**config.mk**
```make
export PLATFORM = sky130hd
export DESIGN_NAME = rr_arbiter_beats
export DESIGN_NICKNAME = d
export VERILOG_FILES = /design/src/rtl/rr_arbiter_beats.sv
export SDC_FILE = /design/constraint.sdc
export NUM_CORES = 1
export LEC_CHECK = 0
export ABC_AREA = 1
export CORE_MARGIN = 2
export CORE_UTILIZATION = 35
export CTS_CLUSTER_SIZE = 25
export DETAILED_ROUTE_END_ITERATION = 6
export GPL_TIMING_DRIVEN = 0
export PLACE_DENSITY = 0.75
export SLEW_MARGIN = 20
export SYNTH_ARGS = -nofsm -noshare
export SYNTH_HDL_FRONTEND = slang
export SYNTH_SLANG_ARGS = --single-unit
```
**constraint.sdc**
```tcl
create_clock -name clk -period 4.69 [get_ports clk]
set_input_delay 0.938 -clock clk [delete_from_list [all_inputs] [get_ports clk]]
set_output_delay 0.938 -clock clk [all_outputs]
set_load 0.01 [all_outputs]
```
**src/rtl/rr_arbiter_beats.sv**
```systemverilog
// Round-robin N:1 beat arbiter with packet locking on last_in and a registered,
// full-throughput output stage that carries data, last and the source index.
module rr_arbiter_beats #(
    parameter int DATA_WD = 8,
    parameter int N       = 4,
    parameter int ID_WD   = $clog2(N)
) (
    input  logic                 clk,
    input  logic                 rst_n,
    input  logic [N-1:0]         valid_in,
    input  logic [N*DATA_WD-1:0] data_in,
    input  logic [N-1:0]         last_in,
    output logic [N-1:0]         ready_in,
    output logic                 valid_out,
    output logic [DATA_WD-1:0]   data_out,
    output logic                 last_out,
    output logic [ID_WD-1:0]     id_out,
    input  logic                 ready_out
);

    // Handshake: a beat moves on any rising edge where valid and ready are both
    // high on the same port. The output stage accepts a new beat whenever it is
    // empty or its current beat leaves in the same cycle.

    typedef enum logic {
        ST_OPEN   = 1'b0,
        ST_LOCKED = 1'b1
    } lock_state_e;

    lock_state_e          state_q, state_d;
    logic [ID_WD-1:0]     ptr_q, ptr_d;
    logic [ID_WD-1:0]     owner_q, owner_d;
    logic                 valid_q, valid_d;
    logic [DATA_WD-1:0]   data_q, data_d;
    logic                 last_q, last_d;
    logic [ID_WD-1:0]     id_q, id_d;

    logic                 slot_free;
    logic                 sel_found;
    logic [ID_WD-1:0]     sel;
    logic                 in_fire;
    logic [DATA_WD-1:0]   sel_data;
    logic                 sel_last;

    // State register: lock FSM, priority pointer and the output stage.
    always_ff @(posedge clk or negedge rst_n) begin
        if (!rst_n) begin
            state_q <= ST_OPEN;
            ptr_q   <= '0;
            owner_q <= '0;
            valid_q <= 1'b0;
            data_q  <= '0;
            last_q  <= 1'b0;
            id_q    <= '0;
        end else begin
            state_q <= state_d;
            ptr_q   <= ptr_d;
            owner_q <= owner_d;
            valid_q <= valid_d;
            data_q  <= data_d;
            last_q  <= last_d;
            id_q    <= id_d;
        end
    end

    // Output logic: grant selection and the per-requester ready vector.
    always_comb begin : output_comb
        sel_found = 1'b0;
        sel       = '0;
        if (state_q == ST_LOCKED) begin
            sel_found = 1'b1;
            sel       = owner_q;
        end else begin
            // Two passes give the rotating scan ptr..N-1 then 0..ptr-1.
            for (int i = 0; i < N; i++) begin
                if (!sel_found && valid_in[i] && (ID_WD'(i) >= ptr_q)) begin
                    sel_found = 1'b1;
                    sel       = ID_WD'(i);
                end
            end
            for (int i = 0; i < N; i++) begin
                if (!sel_found && valid_in[i] && (ID_WD'(i) < ptr_q)) begin
                    sel_found = 1'b1;
                    sel       = ID_WD'(i);
                end
            end
        end

        slot_free = !valid_q || ready_out;

        ready_in = '0;
        sel_data = '0;
        sel_last = 1'b0;
        for (int i = 0; i < N; i++) begin
            ready_in[i] = rst_n && slot_free && sel_found && (ID_WD'(i) == sel);
            if (ID_WD'(i) == sel) begin
                sel_data = data_in[i*DATA_WD +: DATA_WD];
                sel_last = last_in[i];
            end
        end

        in_fire = |(valid_in & ready_in);
    end

    // Next-state logic: load on input fire, otherwise drain on output fire.
    always_comb begin : next_state_comb
        state_d = state_q;
        ptr_d   = ptr_q;
        owner_d = owner_q;
        valid_d = valid_q;
        data_d  = data_q;
        last_d  = last_q;
        id_d    = id_q;

        if (in_fire) begin
            valid_d = 1'b1;
            data_d  = sel_data;
            last_d  = sel_last;
            id_d    = sel;
            if (sel_last) begin
                state_d = ST_OPEN;
                ptr_d   = (sel == ID_WD'(N - 1)) ? '0 : sel + ID_WD'(1);
            end else begin
                state_d = ST_LOCKED;
                owner_d = sel;
            end
        end else if (valid_q && ready_out) begin
            valid_d = 1'b0;
        end
    end

    assign valid_out = valid_q;
    assign data_out  = data_q;
    assign last_out  = last_q;
    assign id_out    = id_q;

endmodule

```
# Word level (Yosys, flattened, before mapping)
# Index checks and enable logic that the tools add are counted.
# totals
regBits	17
input_bits	43
out_inout_bits	16
wordCells	94
# op_classes
addsub	1
n_lt_le_gt_ge	8
n_eq_ne	4
mux	36
n_bitwise	2
reduce_logical	36
# op_table
operator	count
$mux 8	4
$mux 1	24
$logic_and 1x1->1	22
$mux 2	8
$logic_not 1->1	8
$and 4x4->4	1
$eq 2x2->1 const A	2
$ge 1x2->1 const A	2
$ge 2x2->1 const A	2
$lt 1x2->1 const A	2
$lt 2x2->1 const A	2
$reduce_and 2->1	2
$reduce_or 4->1	1
$add 2x1->2 const B	1
$eq 1x2->1 const A	1
$eq 2x2->1 const B	1
$logic_not 2->1	1
$reduce_bool 2->1	1
$logic_or 1x1->1	1
$not 1->1	1

# Depth between registers and ports, before layout
# depth
word_depth	46
mapped_depth	17
ltp_nobuf	17

# Least setup slack after synthesis
# Ideal clock, no wire load.
# synth_timing
path_kind	input to output
start	input port valid_in[2]
end	output port ready_in[2]
arrival_time_ps	2389
path_slack_ps	1363
cell_stages	9
path_buffers	1
cell_sequence	nand2_1 -> nand2_2 -> o21ai_0 -> o21ai_0 -> o21ai_1 -> ha_1 -> clkbuf_1 -> inv_1 -> nor2_1
# synth_between
elab_chain_cells	31
# synth_rtl
item	line_no	rtl
start: declaration	10	input logic [N-1:0] valid_in,
$logic_and 1x1->1 (2 in series)	76	if (!sel_found && valid_in[i] && (ID_WD'(i) >= ptr_q)) begin
$mux 1	76	
$mux 1	70	if (state_q == ST_LOCKED) begin
$logic_not 1->1	76	
$logic_and 1x1->1 (2 in series)	76	
$mux 1	76	
$mux 1	70	
$logic_not 1->1	82	if (!sel_found && valid_in[i] && (ID_WD'(i) < ptr_q)) begin
(+12 left out)	-	
$mux 1	82	
$mux 1	70	
$logic_not 1->1	82	
$logic_and 1x1->1 (2 in series)	82	
$mux 2 / $mux 1 (equally long branches)	82	
$mux 2 / $mux 1 (equally long branches)	70	
$eq 2x2->1 / $logic_and 1x1->1 (equally long branches)	95	ready_in[i] = rst_n && slot_free && sel_found && (ID_WD'(i) == sel);
$logic_and 1x1->1 *	95	
end: declaration	13	output logic [N-1:0] ready_in,
# Mark *: on every way between the ends. The rest lies on a longest branch, timed or not. The select of a mux whose other input is x is not followed.

# Worst setup path in the final report
# layout_timing
start	input port valid_in[1]
end	output port ready_in[0]
# layout_between
elab_chain_cells	36
# layout_rtl
item	line_no
$logic_and 1x1->1 (2 in series)	76
$mux 1	76
$mux 1	70
$logic_not 1->1	76
$logic_and 1x1->1 (2 in series)	76
$mux 1	76
$mux 1	70
$logic_not 1->1	76
(+17 left out)	-
$mux 1	82
$mux 1	70
$logic_not 1->1	82
$logic_and 1x1->1 (2 in series)	82
$mux 2 / $mux 1 (equally long branches)	82
$mux 2 / $mux 1 (equally long branches)	70
$logic_not 2->1 / $logic_and 1x1->1 (equally long branches)	95
$logic_and 1x1->1 *	95
# Marks and branches as above.

==> run_results.csv <==
group,metric,value,unit
final_layout,final_cell_mix,"nand2_1 (61), clkdlybuf4s50_1 (58), o21ai_0 (21), dfrtp_1 (17), nand3_1 (14)",
timing,fin_hold_ws,0.490,ns
grt,gr-total-overflow,0,
logic_synthesis,syn_area,0.00122,mm2
logic_synthesis,netlist_top_cells_area,"dfrtp_1 (35%), nand2_1 (19%), o21ai_0 (8.6%)",
placement,port_buffers,58,
worst_setup_path,path_class,"in2out",
timing,period_minus_slack,4.39,ns
detailed_routing,ant_nets,0,
detailed_routing,wl,3240,um
floorplanning,die-area,0.00398,mm2
final_layout,drive_above_1_share,8.33,%
logic_synthesis,ys_seq_area_share,34.8,%
detailed_routing,vias,1337,
logic_synthesis,syn_area_per_cell,6.82,um2
clock_network,root_buffer,"clkbuf_4",
detailed_routing,avgViaCountPerCell,4.67,
worst_setup_path,path_delay_family,"buffers and inverters",
worst_setup_path,crit_path_top_delay_cell,"clkdlybuf4s50_1",
final_layout,fill_cells,343,
clock_network,cts_tree,"done",
grt,grt_pass1_vias,1206,
placement,dpl_cell_area,0.00186,mm2
timing,fmax,228,MHz
logic_synthesis,synth_area_leader_cell,"dfrtp_1",
floorplanning,fp.dieH,63.1,um
power_and_ir_drop,power_density,601,mW/mm2
timing,finalSetupViolations,0,
logic_synthesis,synth_cell_types,23,
final_layout,final_common_cell,"nand2_1",
timing,relSlewSlack,49.7,%
logic_synthesis,synth_nets,226,
logic_synthesis,yosysTopAreaCellShare,34.8,%
clock_network,htreeDepth,1,
clock_network,ctsHoldBuffers,0,
worst_setup_path,cp_data_arrival_time,3.45,ns
final_layout,register_area,425,um2
detailed_routing,route.detailed.drc,0,
worst_setup_path,slowest_delay,0.54,ns
floorplanning,fp.coreArea,0.00334,mm2
logic_synthesis,yosysWarnings,0,
worst_setup_path,crit_fanout,10,
timing,finalCritPeriodShare,93.6,%
clock_network,clock_path_buffers,2,
floorplanning,die_w,63.1,um
worst_setup_path,cp-start-kind,"input port",
floorplanning,row_count,21,
clock_network,postCtsSetupRepairBufs,0,
final_layout,multi_input_comb_area,697,um2
clock_network,cts_inserted_buffers,3,
timing,skew,0.00389,ns
power_and_ir_drop,vdd_ir_drop_max,0.000279,V
timing,rsz0062_at_grt,"no",
power_and_ir_drop,leakage,0.863,nW
grt,antenna_found_initial,0,
worst_setup_path,cp_cell_sequence,"clkdlybuf4s50_1 -> nand2_2 -> nand2_1 -> nor2_4 -> nand2_1 -> o21ai_0 -> o21ai_2 -> ha_1 -> clkbuf_1 -> inv_1 -> nor2_1 -> clkdlybuf4s50_1",
grt,grt_usage,16.3,%
grt,grt_start_max_net_pins,19,
final_layout,synthToLayoutAreaGrowth,54.5,%
power_and_ir_drop,finalPower,1.13,mW
clock_network,clock-sinks,17,
final_layout,final_area,0.00189,mm2
detailed_routing,avgRoutedWirePerCell,11.3,um
clock_network,clk_pin_slew,0.09,ns
placement,gp_congestion,0.878,
logic_synthesis,synth_cells,179,
timing,tightest_slew,0.752,ns
worst_setup_path,cp.buffers_inverters,4,
timing,drv_slew,0,
worst_setup_path,required,3.75,ns
grt,grt_pass1_wl,5260,um
floorplanning,num_io_pins,59,
detailed_routing,drt_iter0_drc,73,
placement,hpwl,2610,um
detailed_routing,firstDrtPassIters,4,
timing,fin_setup_tns,0,ns
timing,hold_violations,0,
worst_setup_path,endpoint_kind,"output port",
flow_run,cap_violations,0,
clock_network,clk_latency,0.28,ns
final_layout,antenna_cells,0,
floorplanning,start_util,36.6,%
clock_network,post_cts_resized,1,
min_path,hp-class,"reg2reg",
final_layout,fin_nets,288,
outcome,status,"finished, final reports clean",
logic_synthesis,ys_seq_elements,17,
final timing paths:
kind,endpoint,slack (ns),from,cells after the start
worst max register to register,state_q,2.00,ptr_q[1],15
min in group asynchronous,owner_q[0],1.09,rst_n,1
worst min register to register,last_out,0.49,last_out,2
max in group asynchronous,id_out[1],3.13,rst_n,1
worst min-delay path,last_out,0.49,last_out,2
worst max-delay path,ready_in[0],0.30,valid_in[1],12
power breakdown:
part / leakage (nW) / internal (mW) / switching (mW)
sequential: 0.216 / 0.214 / 0.0419
combinational: 0.632 / 0.340 / 0.461
clock: 0.0150 / 0.0330 / 0.0432
flip-flops by register name (all words and copies together) (netlist names):
signal and count:
id_out 2, valid_out 1, owner_q 2, data_out 8, state_q 1, ptr_q 2
last_out 1
cells in the mapped netlist:
cell type	n
a31oi_1	1
buf_2	1
a21boi_0	1
clkinv_1	1
dfrtp_1	17
ha_1	4
inv_1	12
nand3_1	14
o31ai_1	1
nand4_1	4
inv_2	3
nand3_4	1
clkbuf_1	4
buf_6	2
or2_2	1
nand2_1	61
o21ai_1	4
a21oi_1	10
nor2_1	6
nor2_4	2
o21a_1	3
o21ai_0	21
nand2_2	5
worst reg2reg max path: cells and delay by family, from the launching register on:
family	cells	cell delay [ns]
and+or+nand+nor	4	0.29
buffers and inverters	3	0.38
AOI/OAI and AO/OA	7	1.23
DFF	1	0.43
adders and majority gates	1	0.23
layer usage:
metal	part of all wire (%)	up-vias	global-route usage, %
met5	0	-	0
li1	-	709	-
met2	47	37	27.0
met3	3.3	5	1.61
met1	49	586	22.2
met4	1.4	0	5.83
kinds of logic (layout without fill, tap and decap cells):
family                   count (synthesis)  count (layout)  share of synthesized area, %
AO/OA/AOI/OAI                           41              41                          17.9
buffers and inverters                   23              84                          8.40
AND/OR/NAND/NOR                         94              94                          34.7
adder cells (fa/ha/maj)                  4               4                          4.10
flip-flops                              17              17                          34.8
through the flow:
stage / instances / util, % / setup WS, ns
after floorplan: 179 / - / 1.36
after global placement: 283 / 55.7 / 0.0119
after detailed placement: 283 / 55.7 / -0.0170
after CTS: 287 / 56.5 / 0.178
after global routing: 286 / 56.5 / 0.0550
final: 286 / 56.5 / 0.300
layout make-up:
cell class	count	area share, %
Buffer	6	2.12
Clock buffer	4	1.39
Inverter	16	3.18
Multi-Input combinational cell	139	36.9
Sequential cell	17	22.5
Tap cell	46	3.05
Timing Repair Buffer	58	30.8
Note: power is estimated with default switching activity, not from simulation.
